==> src/rtl/qa_buffer_loopback.sv <==
// ---------------------------------------------------------------------------
// qa_buffer_loopback
//
// Buffered, rate-limited loopback for the QA harness. Words offered on
// in_data/in_nd are queued in a 2**LOG_DEPTH entry circular FIFO and replayed
// in order on out_data/out_nd, with at least GAP idle cycles between
// consecutive output words. There is no backpressure: a word that arrives
// while the FIFO is full (and no read frees a slot that cycle) is dropped.
//
// Parameters:
//   WDTH      - data word width
//   LOG_DEPTH - log2 of the FIFO depth
//   GAP       - minimum idle cycles between out_nd pulses (0..255)
//
// Ports:
//   clk      in   rising-edge clock, the only clock
//   reset    in   synchronous, active-high; clears FIFO, FSM and outputs
//   in_data  in   [WDTH-1:0] input word, sampled when in_nd is high
//   in_nd    in   input word valid
//   out_data out  [WDTH-1:0] registered output word, held while out_nd low
//   out_nd   out  registered output valid, one cycle per word
//   error    out  registered sticky overflow flag
//   fill     out  [LOG_DEPTH:0] registered FIFO occupancy, 0..DEPTH
//
// Build option:
//   QA_LOOPBACK_OVERFLOW_ERR_EN - when defined, a dropped word sets error,
//   which stays high until reset. When undefined, error is tied low. The
//   FIFO itself (including the drop) behaves identically in both builds.
// ---------------------------------------------------------------------------
module qa_buffer_loopback #(
  parameter int WDTH      = 32,
  parameter int LOG_DEPTH = 4,
  parameter int GAP       = 0
) (
  input  logic                 clk,
  input  logic                 reset,
  input  logic [WDTH-1:0]      in_data,
  input  logic                 in_nd,
  output logic [WDTH-1:0]      out_data,
  output logic                 out_nd,
  output logic                 error,
  output logic [LOG_DEPTH:0]   fill
);

  localparam int DEPTH = 2 ** LOG_DEPTH;
  localparam logic [LOG_DEPTH:0] FULL = (LOG_DEPTH + 1)'(DEPTH);

  typedef enum logic {
    IDLE,
    HOLD
  } state_t;

  state_t                 state;
  state_t                 state_next;
  logic [7:0]             gap_cnt;
  logic [7:0]             gap_cnt_next;

  logic [LOG_DEPTH-1:0]   wr_ptr;
  logic [LOG_DEPTH-1:0]   rd_ptr;
  logic [WDTH-1:0]        mem [DEPTH];

  logic                   do_read;
  logic                   do_write;

  // A read in the same cycle frees the head slot, so a full FIFO can still
  // accept a word when it is also emitting one. The read of the head entry
  // sees the old contents because the memory update is non-blocking.
  assign do_write = in_nd && ((fill != FULL) || do_read);

  // FSM state register, including the inter-word gap counter.
  always_ff @(posedge clk) begin
    if (reset) begin
      state   <= IDLE;
      gap_cnt <= 8'd0;
    end else begin
      state   <= state_next;
      gap_cnt <= gap_cnt_next;
    end
  end

  // FSM next state. HOLD lasts exactly GAP cycles after each read, which
  // spaces output pulses GAP+1 cycles apart while data is waiting.
  always_comb begin
    state_next   = state;
    gap_cnt_next = gap_cnt;
    case (state)
      IDLE: begin
        if (do_read && (GAP > 0)) begin
          state_next   = HOLD;
          gap_cnt_next = 8'(GAP - 1);
        end
      end
      HOLD: begin
        if (gap_cnt == 8'd0) begin
          state_next = IDLE;
        end else begin
          gap_cnt_next = gap_cnt - 8'd1;
        end
      end
      default: begin
        state_next   = IDLE;
        gap_cnt_next = 8'd0;
      end
    endcase
  end

  // FSM outputs: a read is only issued from IDLE and only with data present.
  always_comb begin
    do_read = 1'b0;
    if ((state == IDLE) && (fill != '0)) begin
      do_read = 1'b1;
    end
  end

  // Pointers, occupancy and the registered output word.
  always_ff @(posedge clk) begin
    if (reset) begin
      wr_ptr   <= '0;
      rd_ptr   <= '0;
      fill     <= '0;
      out_nd   <= 1'b0;
      out_data <= '0;
    end else begin
      if (do_write) begin
        wr_ptr <= wr_ptr + LOG_DEPTH'(1);
      end
      if (do_read) begin
        rd_ptr   <= rd_ptr + LOG_DEPTH'(1);
        out_data <= mem[rd_ptr];
      end
      out_nd <= do_read;
      if (do_write && !do_read) begin
        fill <= fill + (LOG_DEPTH + 1)'(1);
      end else if (!do_write && do_read) begin
        fill <= fill - (LOG_DEPTH + 1)'(1);
      end
    end
  end

  // Storage array; contents need no reset since fill gates every read.
  always_ff @(posedge clk) begin
    if (!reset && do_write) begin
      mem[wr_ptr] <= in_data;
    end
  end

`ifdef QA_LOOPBACK_OVERFLOW_ERR_EN
  // Sticky overflow flag: any valid word that was not stored is a drop.
  always_ff @(posedge clk) begin
    if (reset) begin
      error <= 1'b0;
    end else if (in_nd && !do_write) begin
      error <= 1'b1;
    end
  end
`else
  assign error = 1'b0;
`endif

endmodule

==> config.mk <==
export PLATFORM = sky130hd
export DESIGN_NAME = qa_buffer_loopback
export DESIGN_NICKNAME = d
export VERILOG_FILES = /design/src/rtl/qa_buffer_loopback.sv
export SDC_FILE = /design/constraint.sdc
export NUM_CORES = 1
export LEC_CHECK = 0
export BUFFER_PORTS_ARGS = -buffer_cell sky130_fd_sc_hd__buf_2
export CAP_MARGIN = 10
export CORE_ASPECT_RATIO = 0.6
export CORE_UTILIZATION = 55
export DETAILED_ROUTE_END_ITERATION = 8
export HOLD_SLACK_MARGIN = 0.06
export PLACE_DENSITY_LB_ADDON = 0.12
export SYNTH_ARGS = -nofsm -noshare
export SYNTH_HDL_FRONTEND = slang
export SYNTH_SLANG_ARGS = --single-unit
==> constraint.sdc <==
create_clock -name clk -period 3.2 [get_ports clk]
set_clock_uncertainty 0.2 [all_clocks]
set_input_delay 0.64 -clock clk [delete_from_list [all_inputs] [get_ports clk]]
set_output_delay 0.64 -clock clk [all_outputs]
set_load 0.01 [all_outputs]
==> metrics.txt <==
status=finished clean; GPL Wtd Cong=0.794; CTS tree=done; Hold Path Cell Cnt=1; Fillers=2,665; FF-to-FF End=fill[4]; Clock Latency Late Sink=0.57 ns; Hold Slack=0.242 ns; Starting Density=55.8%; Hold Buf Count CTS=0; VDD IR max=0.511 mV; Post-Syn Area=21,800 um^2; top-area cell type share of the netlist area=70.5%; sw power=4.76 mW; most common cell after layout, fill and taps aside=edfxtp_1; clock share of power=32.6%; layout cells sized above 1=35.1%; CTS resizes=0; clock buffer depth=3; Int Power=14.0 mW; Max Slew Vio Count=0; cts bufs inserted=49; # setup viols final=0; # DRC=0; Sequential Power Share=46.3%; Area growth syn-to-layout=14.2%; synthesized net count=1,053; RSZ-0062 raised after global routing=no; initial antenna violation count=2; vias in the first global route=10,100; Tmin final=3.01 ns; clock root buffer=clkbuf_16; Worst Hold End=mem[14][17]; CP Cell Sequence=nor4_4 -> a21oi_2 -> inv_2 -> ha_1 -> inv_1 -> ha_1 -> a21o_1 -> a21oi_1 -> mux2i_1 -> mux2_2; Net Sw Frac=25.4%; largest net degree at the start of global routing=45; Die Y=156 um; non-filler cells, final=1,686; Critical Path AT=3.26 ns; Worst path slowest cell=nor4_4; Reg2Reg Depth=10; asr flop ratio synth=0%; Total Power=18.7 mW; first-pass GRT wire length=65,200 um; Synth Register Bits=567; nets=1,171; Lkg Pwr=7.93 nW; Distinct cells, synth=44; Critical Path Start Type=flop; Final Hold Vio Count=0; Critical Setup Path Class=reg -> reg; Comb pwr share=21.0%; wirelength, routed=43,300 um; most numerous cell on the critical path=ha_1; HP Class=in -> reg; most frequent cells in the layout=edfxtp_1 (512), mux4_2 (128), buf_2 (72); cell count after synthesis=1,005; Worst slew margin=59.1%; R2R Setup Slk=0.19 ns; Post-DP HPWL=23,800 um; period utilisation layout=94.0%; Die W=259 um; beginning of the worst hold path=in_data[17]; top cells by area, synth=edfxtp_1 (70%), mux4_2 (13%), dfxtp_1 (5.0%); worst path required time=3.45 ns; total grt overflow=0; H-tree depth=2; Syn. warnings=0; worst-path maximum fanout=5; ys flop type=edfxtp_1; Initial DRT Pass Iterations=5; via count=10,000; CTS Sinks=567; ANT cells=0; CP endpoint kind=flop; initial detailed-routing violation count=833; worst slew pin tran=0.612 ns; DR vias/cell=5.94; Clk pin slew, worst setup/hold paths=0.07 ns; R2R Path Start=fill[3]; input/output buffers=72; die footprint=40,500 um^2; Core Util, Final=63.8%; Post-CTS Setup Bufs=0; DRT antenna net count=0; dpl cells=1,594; num rows=56; Max Freq=332 MHz; Yosys top cell by area=edfxtp_1; Top-Level Pins=74; wire per inst=25.7 um; aggregate global-route resource usage=22.3%; mean cell area of the mapped netlist=21.7 um^2; power per cell area=752 nW/um^2; Max Cap Viol=0; Core ar.=39,100 um^2; CP peak stage delay=0.38 ns; sequential element share of the synthesized area=75.5%; EDFF count, synth=512
registers in the layout, indices dropped and copies added, names as in the netlist:
signal,count
gap_cnt,8
mem,512
wr_ptr,4
rd_ptr,4
state,1
fill,5
out_data,32
out_nd,1
Yosys cell counts, drive strengths merged (5+ instances only):
| cell | number |
|---|---|
| nand2 | 9 |
| clkbuf | 14 |
| nor2 | 47 |
| mux2i | 37 |
| mux4 | 128 |
| ha | 12 |
| buf | 36 |
| o21ai | 34 |
| xnor2 | 5 |
| inv | 11 |
| a22oi | 32 |
| xor2 | 7 |
| dfxtp | 55 |
| mux2 | 33 |
| edfxtp | 512 |
| a21oi | 8 |
power by group through the flow:
| stage | Clock [mW] | Combinational [mW] | Sequential (mW) |
|---|---|---|---|
| 2_1_floorplan | 0 | 3.00 | 8.79 |
| 3_3_place_gp | 0 | 3.97 | 8.85 |
| 3_5_place_dp | 0 | 3.99 | 8.85 |
| 4_1_cts | 6.23 | 4.01 | 8.70 |
| 5_1_grt | 6.53 | 4.26 | 8.72 |
| 6_report | 6.12 | 3.94 | 8.69 |
cells by family (layout without fill, tap and decap cells):
| family | Yosys count | after routing | synth area share, % |
|---|---|---|---|
| AOI/OAI and AO/OA | 77 | 77 | 2.85 |
| xor gates and xnor gates | 12 | 12 | 0.482 |
| adders and majority gates | 13 | 13 | 0.780 |
| buffers and inverters | 61 | 220 | 1.62 |
| DFF | 567 | 567 | 75.5 |
| muxes | 198 | 198 | 17.1 |
| other | 1 | 1 | 0.0172 |
| and+or+nand+nor | 76 | 76 | 1.67 |
critical path: cells and delay by family, from the launching register on:
kind,cells,cell delay (ns)
AO/OA/AOI/OAI,3,0.55
flip-flops,1,0.37
adder cells (fa/ha/maj),2,0.54
AND/OR/NAND/NOR,1,0.38
buffers and inverters,2,0.26
multiplexers,2,0.60
through the flow:
stage	cell area [um^2]	TNS (ns)	setup slack, ns
CTS	24900	0	0.164
detailed placement	23300	0	0.210
global placement	23300	0	0.254
finish	24900	0	0.191
global route	24900	0	0.0126
floorplan	21800	-10.68	-0.103
final cells by class:
type / instances / area (um^2) / area share (%)
Clock buffer: 67 / 1400 / 5.60
Clock inverter: 25 / 274 / 1.10
Inverter: 11 / 41.3 / 0.166
Multi-Input combinational cell: 377 / 5120 / 20.6
Sequential cell: 567 / 16500 / 66.1
Tap cell: 522 / 653 / 2.62
Timing Repair Buffer: 117 / 948 / 3.81
per-layer routing:
metal / vias to the layer above / routed length [um] / GRT usage [%]
met5: - / 26 / 0
met4: 4 / 651 / 4.68
met3: 65 / 1980 / 3.74
met2: 229 / 19600 / 33.1
met1: 5330 / 21000 / 35.2
li1: 4381 / - / -
how the worst max path moves through the flow:
stage / startpoint / endpoint / slack (ns) / cells past startpoint
final: fill[3] / fill[4] / 0.19 / 10
after global routing: fill[3] / fill[4] / 0.01 / 10
after CTS: fill[0] / fill[4] / 0.16 / 10
after detailed placement: fill[0] / fill[4] / 0.21 / 10
after global placement: fill[0] / fill[4] / 0.25 / 10
after floorplan: reset / mem[4][0] / -0.10 / 3
Power figures use the tool's default switching activity.
